$ cat src/rtl/btn_event_tx.sv
`default_nettype none
// +--------------------------------------------------------------------------+
// | btn_event_tx: latches debounced button pulses, encodes them as event     |
// | bytes and queues them in a FWFT FIFO for a valid/ready UART transmitter. |
// | Optional build macro BTN_EVT_ASCII_EN selects ASCII 'A'+id output.       |
// | Revision: 1.0 - initial release                                          |
// +--------------------------------------------------------------------------+
module btn_event_tx #(
    parameter int NUM_BTN = 4,
    parameter int FIFO_AW = 3
) (
    input  logic               src_clk,
    input  logic               rst,
    input  logic [NUM_BTN-1:0] btn_pulse,
    input  logic               tx_ready,
    output logic               tx_valid,
    output logic [7:0]         tx_data,
    output logic [FIFO_AW:0]   fifo_count,
    output logic               overflow,
    input  logic               clr_overflow
);

    localparam int                 DEPTH     = 2 ** FIFO_AW;
    localparam logic [FIFO_AW:0]   DEPTH_CNT = {1'b1, {FIFO_AW{1'b0}}};
    localparam logic [FIFO_AW-1:0] PTR_ONE   = FIFO_AW'(1);
    localparam logic [FIFO_AW:0]   CNT_ONE   = (FIFO_AW + 1)'(1);

    logic [NUM_BTN-1:0] pend_q, pend_d;
    logic [4:0]         seq_q, seq_d;
    logic               ovf_q, ovf_d;
    logic [FIFO_AW-1:0] wr_ptr_q, wr_ptr_d;
    logic [FIFO_AW-1:0] rd_ptr_q, rd_ptr_d;
    logic [FIFO_AW:0]   count_q, count_d;
    logic [7:0]         mem_q [DEPTH];
    logic [7:0]         mem_d [DEPTH];

    logic               pop;
    logic               push;
    logic               can_accept;
    logic               drop;
    logic [NUM_BTN-1:0] grant;
    logic [2:0]         grant_id;
    logic [7:0]         evt_byte;

    // Arbitration: lowest-index pending button wins whenever the FIFO has room
    // now, or will have room because the head is leaving this same cycle.
    always_comb begin
        pop        = (count_q != '0) && tx_ready;
        can_accept = (count_q < DEPTH_CNT) || pop;
        grant      = '0;
        grant_id   = '0;
        if (can_accept) begin
            for (int i = NUM_BTN - 1; i >= 0; i--) begin
                if (pend_q[i]) begin
                    grant    = '0;
                    grant[i] = 1'b1;
                    grant_id = 3'(i);
                end
            end
        end
        push = |grant;
        drop = |(btn_pulse & pend_q & ~grant);
    end

    always_comb begin
`ifdef BTN_EVT_ASCII_EN
        evt_byte = 8'h41 + {5'd0, grant_id};
`else
        evt_byte = {seq_q, grant_id};
`endif
    end

    always_comb begin
        pend_d   = (pend_q & ~grant) | btn_pulse;
        seq_d    = push ? seq_q + 5'd1 : seq_q;
        ovf_d    = drop ? 1'b1 : (clr_overflow ? 1'b0 : ovf_q);
        mem_d    = mem_q;
        wr_ptr_d = wr_ptr_q;
        rd_ptr_d = rd_ptr_q;
        count_d  = count_q;
        if (push) begin
            mem_d[wr_ptr_q] = evt_byte;
            wr_ptr_d        = wr_ptr_q + PTR_ONE;
        end
        if (pop) begin
            rd_ptr_d = rd_ptr_q + PTR_ONE;
        end
        case ({push, pop})
            2'b10:   count_d = count_q + CNT_ONE;
            2'b01:   count_d = count_q - CNT_ONE;
            default: count_d = count_q;
        endcase
    end

    always_ff @(posedge src_clk) begin
        if (rst) begin
            pend_q   <= '0;
            seq_q    <= '0;
            ovf_q    <= 1'b0;
            wr_ptr_q <= '0;
            rd_ptr_q <= '0;
            count_q  <= '0;
            mem_q    <= '{default: '0};
        end else begin
            pend_q   <= pend_d;
            seq_q    <= seq_d;
            ovf_q    <= ovf_d;
            wr_ptr_q <= wr_ptr_d;
            rd_ptr_q <= rd_ptr_d;
            count_q  <= count_d;
            mem_q    <= mem_d;
        end
    end

    // Head is gated so an empty FIFO never shows stale bytes.
    assign tx_valid   = (count_q != '0);
    assign tx_data    = tx_valid ? mem_q[rd_ptr_q] : 8'h00;
    assign fifo_count = count_q;
    assign overflow   = ovf_q;

endmodule
`default_nettype wire

$ cat config.mk
export PLATFORM = sky130hd
export DESIGN_NAME = btn_event_tx
export DESIGN_NICKNAME = d
export VERILOG_FILES = /design/src/rtl/btn_event_tx.sv
export SDC_FILE = /design/constraint.sdc
export NUM_CORES = 1
export LEC_CHECK = 0
export ABC_AREA = 1
export BUFFER_PORTS_ARGS = -buffer_cell sky130_fd_sc_hd__buf_2
export CAP_MARGIN = 10
export CELL_PAD_IN_SITES_DETAIL_PLACEMENT = 2
export CELL_PAD_IN_SITES_GLOBAL_PLACEMENT = 2
export CORE_ASPECT_RATIO = 1.5
export CORE_MARGIN = 4
export CORE_UTILIZATION = 34
export DETAILED_ROUTE_END_ITERATION = 7
export PLACE_DENSITY = 0.78
export SLEW_MARGIN = 5
export SYNTH_ARGS = -nofsm -noshare
export SYNTH_HDL_FRONTEND = slang
export SYNTH_SLANG_ARGS = --single-unit
$ cat constraint.sdc
create_clock -name src_clk -period 2.9 [get_ports src_clk]
set_clock_uncertainty 0.05 [all_clocks]
set_input_delay 0.145 -clock src_clk [delete_from_list [all_inputs] [get_ports src_clk]]
set_output_delay 0.145 -clock src_clk [all_outputs]
set_load 0.05 [all_outputs]
==> reports/results.tsv, run 1 <==
metric	value	unit
status	completed	
CTS buffer count	9	
Worst Tran Pin Value	0.687	ns
H-tree depth	3	
Sinks on Clock Net	76	
antenna cell count	0	
maximum clock frequency	411	MHz
clk slew on worst S/H paths	0.06	ns
P_leak	1.64	nW
Synth warnings	0	
setup TNS	0	ns
GPL Wtd Cong	0.798	
crit path kind	reg2out	
row count	46	
multi-input logic area	0.00189	sq mm
sequential power share	31.3	%
ys async rst share	0	%
cells after synthesis	529	
core area	0.0106	sq mm
switching share of power	42.7	%
MaxCap Viol Count	0	
initial antenna violation count	0	
Synth Net Count	543	
via density per instance	5.39	
Die Y	135	um
Final setup viols	0	
final instance area	0.00425	sq mm
CTS tree	yes	
Internal Power	2.29	mW
DPL Wire Length	9.36	mm
final hold violations	0	
DP Area	0.00389	sq mm
area grow syn2layout	15.6	%
worst path arrival time	2.24	ns
Die W	92.9	um
setup bufs post-CTS	0	
final worst path period need	2.43	ns
Main synth FF type	dfxtp_1	
Placed Instances	673	
Crit. End Element	output port	
I/O pin count	22	
Yosys top cell area share	41.4	%
share of cells above drive strength 1	10.2	%
first-pass GRT wire length	21.7	mm
routed length per instance	19.5	um
VDD IR max	0.281	mV
largest net degree at the start of global routing	57	
aggregate global routing overflow	0	
Initial Util	34.7	%
P_sw	1.71	mW
DRC violations left	0	
Hold Startpoint	tx_ready	
largest area contributor in the synthesized netlist	dfxtp_1	
GRT Resource Usage Total	22.5	%
worst-skew pair later-pin latency	0.34	ns
drt pass-1 iters	4	
largest cells by area after synthesis	dfxtp_1 (41%), nand2_1 (11%), a21oi_1 (10%)	
crit path launch	rd_ptr_q[0]	
die area	0.0126	sq mm
1st-iter DRT viols	152	
Non-Filler Instances	693	
Post-Route WL	13.5	mm
Avg Inst Size Synth	6.95	sq um
worst-path fanout max	21	
Reg area	0.00152	sq mm
vias in the first global route	4011	
top-count cell post-synth	nand2_1	
combinational power share	38.1	%
CTS root buf	clkbuf_16	
# port buffers	20	
Pins Over Slew Limit	0	
Max Root-Sink Buffers	2	
RSZ-0062 raised after global routing	no	
EDFF count, synth	0	
Required @ worst endpoint	2.71	ns
synth cell count leaders	nand2_1 (106), dfxtp_1 (76), a21oi_1 (75)	
via count	3733	
Final Util	40.1	%
post-synthesis register bit count	76	
CP Launch Type	flop	
final net count	558	
fillcell total	1320	
period utilization	83.9	%
headroom to the max-slew limit	54.2	%
Post-Syn Area	0.00368	sq mm
r2r startpoint	fifo_count[1]	
sequential-to-total area share from yosys stat	41.4	%
Clk network pwr share	30.6	%
PD cells	942	mW/mm^2
Antenna Nets Post-Route	0	
Synth cell types	28	
Worst Hold Class	in2reg	
==> metrics by stage <==
stage | worst slack, ns | total power, mW | hold slack [ns]
after floorplan | 0.285 | 2.32 | 0.212
after global placement | 0.647 | 2.75 | 0.315
after detailed placement | 0.499 | 2.80 | 0.327
after CTS | 0.441 | 4.05 | 0.111
after global routing | 0.296 | 4.23 | 0.119
final | 0.466 | 4.00 | 0.119
==> flip-flops by register name, summed over array words and instances (netlist names) <==
name        count
mem_q          56
seq_q           5
fifo_count      4
pend_q          4
rd_ptr_q        3
wr_ptr_q        3
overflow        1
==> power by group through the flow <==
stage,clock [mW],sequential [mW],combinational [mW]
6_report,1.22,1.26,1.52
5_1_grt,1.30,1.27,1.67
4_1_cts,1.25,1.25,1.55
3_5_place_dp,0,1.27,1.53
3_3_place_gp,0,1.27,1.48
2_1_floorplan,0,1.30,1.01
==> final timing paths <==
path	slack, ns	to	depth (start not counted)
worst max-delay path	0.47	tx_data[6]	6
worst min-delay path	0.12	rd_ptr_q[1]	3
worst max register to register	0.52	fifo_count[2]	13
worst min register to register	0.41	mem_q[40]	2
==> what timing repair did <==
action / in CTS / in global routing
hold buffers: 4 / 0
hold endpoints to repair: 4 / 0
setup endpoints to repair: 0 / 0
gates resized for setup: 0 / 0
==> worst max-delay path, stage by stage, from the launching register on <==
cell	delay [ns]
dfxtp_1	0.31
inv_1	0.50
o21ai_0	0.29
o211ai_1	0.20
nand2_1	0.16
a31oi_1	0.15
buf_2	0.28
==> cells in the final DEF, fill, tap and decap left out, types with 3 or more instances in the layout <==
master         instances
nand2_2                3
a31oi_1                7
nand2_4                3
nand3_1               59
o211ai_1               6
nor3_1                 6
dfxtp_1               76
o21ai_0               41
buf_4                 10
ha_1                   6
a21oi_1               75
inv_1                 31
buf_2                 20
clkbuf_16              9
dlygate4sd3_1          4
nand2_1              106
nor2_1                66
==> kinds of logic (layout without fill, tap and decap cells) <==
kind of cell,after synthesis,count (layout),share of synthesized area (%)
buf+inv,63,83,7.18
flops,76,76,41.4
fa+ha+maj,6,6,2.04
xor+xnor,3,3,0.715
compound gates,130,130,18.4
simple gates,250,250,30.2
other cells,1,1,0.102
==> area by class of cell <==
type	instances	share of cell area, %
multi-input combinational	390	44.5
sequential	76	35.8
clock inverter	4	1.71
inverter	33	2.91
clock buffer	12	5.80
tap	144	4.24
timing repair buffer	34	5.06
==> layer usage <==
metal / track usage, % / wire, um / vias to the layer above
met4: 8.23 / 269 / 0
met5: 0 / 0 / -
li1: - / - / 1790
met1: 27.0 / 5820 / 1872
met2: 40.6 / 7130 / 55
met3: 2.83 / 295 / 16
No activity file was read; power rests on OpenSTA's default activity.
==> run 2: changes to the inputs <==
clock period = 2.28 ns   (was 2.9 ns; I/O delays follow)
==> reports/results.tsv, run 2 (synthesis gave the netlist of run 1 again) <==
metric	value	unit
core area	0.0106	sq mm
setup TNS	0	ns
Sinks on Clock Net	76	
GPL Wtd Cong	0.813	
R2R Setup Slk	0.15	ns
Worst Tran Pin Value	0.697	ns
1st-iter DRT viols	172	
Die W	92.9	um
commonest non-fill, non-tap cell in the layout	nand2_1	
# port buffers	20	
crit path kind	reg2reg	
die area	0.0126	sq mm
Crit. End Element	flop	
Final Power	5.16	mW
Worst R2R Path Depth	13	
worst-path fanout max	10	
Max Root-Sink Buffers	2	
antenna cell count	0	
worst hold path stage count	3	
initial antenna violation count	0	
via density per instance	5.31	
final instance area	0.00438	sq mm
Die Y	135	um
Final Util	41.4	%
Post-Route WL	13.5	mm
Final setup viols	0	
H-tree depth	3	
VDD IR max	0.424	mV
worst-skew pair later-pin latency	0.34	ns
Largest Register	mem_q	
Pins Over Slew Limit	0	
DPL Wire Length	9.50	mm
I/O pin count	22	
Required @ worst endpoint	2.45	ns
CTS root buf	clkbuf_16	
CTS tree	yes	
Regs by FF count	mem_q: 56 flops, seq_q: 5 flops	
clk slew on worst S/H paths	0.06	ns
area grow syn2layout	19.2	%
share of cells above drive strength 1	13.8	%
GRT Resource Usage Total	22.8	%
Worst Hold Class	in2reg	
P_leak	1.71	nW
drt pass-1 iters	4	
status	completed	
Initial Util	34.7	%
r2r startpoint	fifo_count[1]	
RSZ-0062 raised after global routing	no	
Hold Startpoint	tx_ready	
routed length per instance	19.2	um
CP Launch Type	flop	
aggregate global routing overflow	0	
Antenna Nets Post-Route	0	
MaxCap Viol Count	0	
final net count	569	
DP Area	0.00401	sq mm
most frequent cells in the layout	nand2_1 (106), a21oi_1 (75), dfxtp_1 (71)	
first-pass GRT wire length	22.3	mm
Largest register FFs	56	
final worst path period need	2.13	ns
WHS Endpoint	rd_ptr_q[0]	
worst path arrival time	2.31	ns
Placed Instances	684	
maximum clock frequency	468	MHz
largest net degree at the start of global routing	57	
via count	3736	
vias in the first global route	4157	
final hold violations	0	
DRC violations left	0	
period utilization	93.6	%
row count	46	
r2r endpoint	fifo_count[2]	
headroom to the max-slew limit	53.5	%
Non-Filler Instances	704	
PD cells	1180	mW/mm^2
CTS buffer count	9	
run 2: cell count changes in the layout (fill, tap and decap cells not counted), sizes merged:
cell and delta:
buf +10, bufinv -1, clkbuf +1, clkinv +1
run 2: layout make-up:
type / count / area [sq um]
fillers: 1287 / 6210
multi-input cells: 390 / 1900
flip-flops and latches: 76 / 1540
repair buffers: 45 / 333
clock buffers: 12 / 256
well taps: 144 / 180
inverters: 33 / 125
clock inverters: 4 / 47.5
run 2: worst max-delay path by stage:
stage | startpoint | end | cells past startpoint
after detailed placement | fifo_count[1] | fifo_count[2] | 13
after floorplan | fifo_count[1] | fifo_count[2] | 14
final | fifo_count[1] | fifo_count[2] | 13
after CTS | rd_ptr_q[0] | tx_data[4] | 8
after global placement | fifo_count[1] | fifo_count[2] | 13
after global routing | fifo_count[0] | fifo_count[2] | 13
run 2: power by group:
group / internal (mW) / leakage, nW / switching [mW]
Combinational: 0.587 / 0.937 / 1.50
Sequential: 1.46 / 0.620 / 0.127
Clock: 0.905 / 0.149 / 0.575
Total: 2.95 / 1.71 / 2.21
run 2: critical path, cell delays in order, from the launching register on:
cell and delay (ns):
dfxtp_4 0.36, nor2_2 0.15, nand2_4 0.11, nand2_4 0.11, nand2_4 0.13, nand2_8 0.10, ha_2 0.24, inv_1 0.05
nand2_1 0.05, nand2_1 0.07, ha_1 0.18, a21oi_1 0.16, xor2_1 0.17, a21oi_1 0.07
run 2: layer usage:
metal	GRT usage, %	up-vias	part of all wire (%)
met3	3.67	20	2.2
met1	26.8	1856	43
met4	7.25	0	2.0
li1	-	1805	-
met5	0	-	0
met2	41.8	55	53
run 2: repair_timing:
item,CTS,global route
endpoints found under the setup margin,6,5
setup buffers,0,0
resized for setup,3,9
hold endpoints to repair,5,0
hold buffers,4,0
pin swaps,0,0
run 2: stage by stage:
| stage | worst slack [ns] | hold slack [ns] |
|---|---|---|
| floorplan | 0.0115 | 0.181 |
| global placement | 0.259 | 0.287 |
| detailed placement | 0.166 | 0.300 |
| CTS | 0.0169 | 0.0602 |
| global route | 0.000442 | 0.0628 |
| finish | 0.145 | 0.0665 |
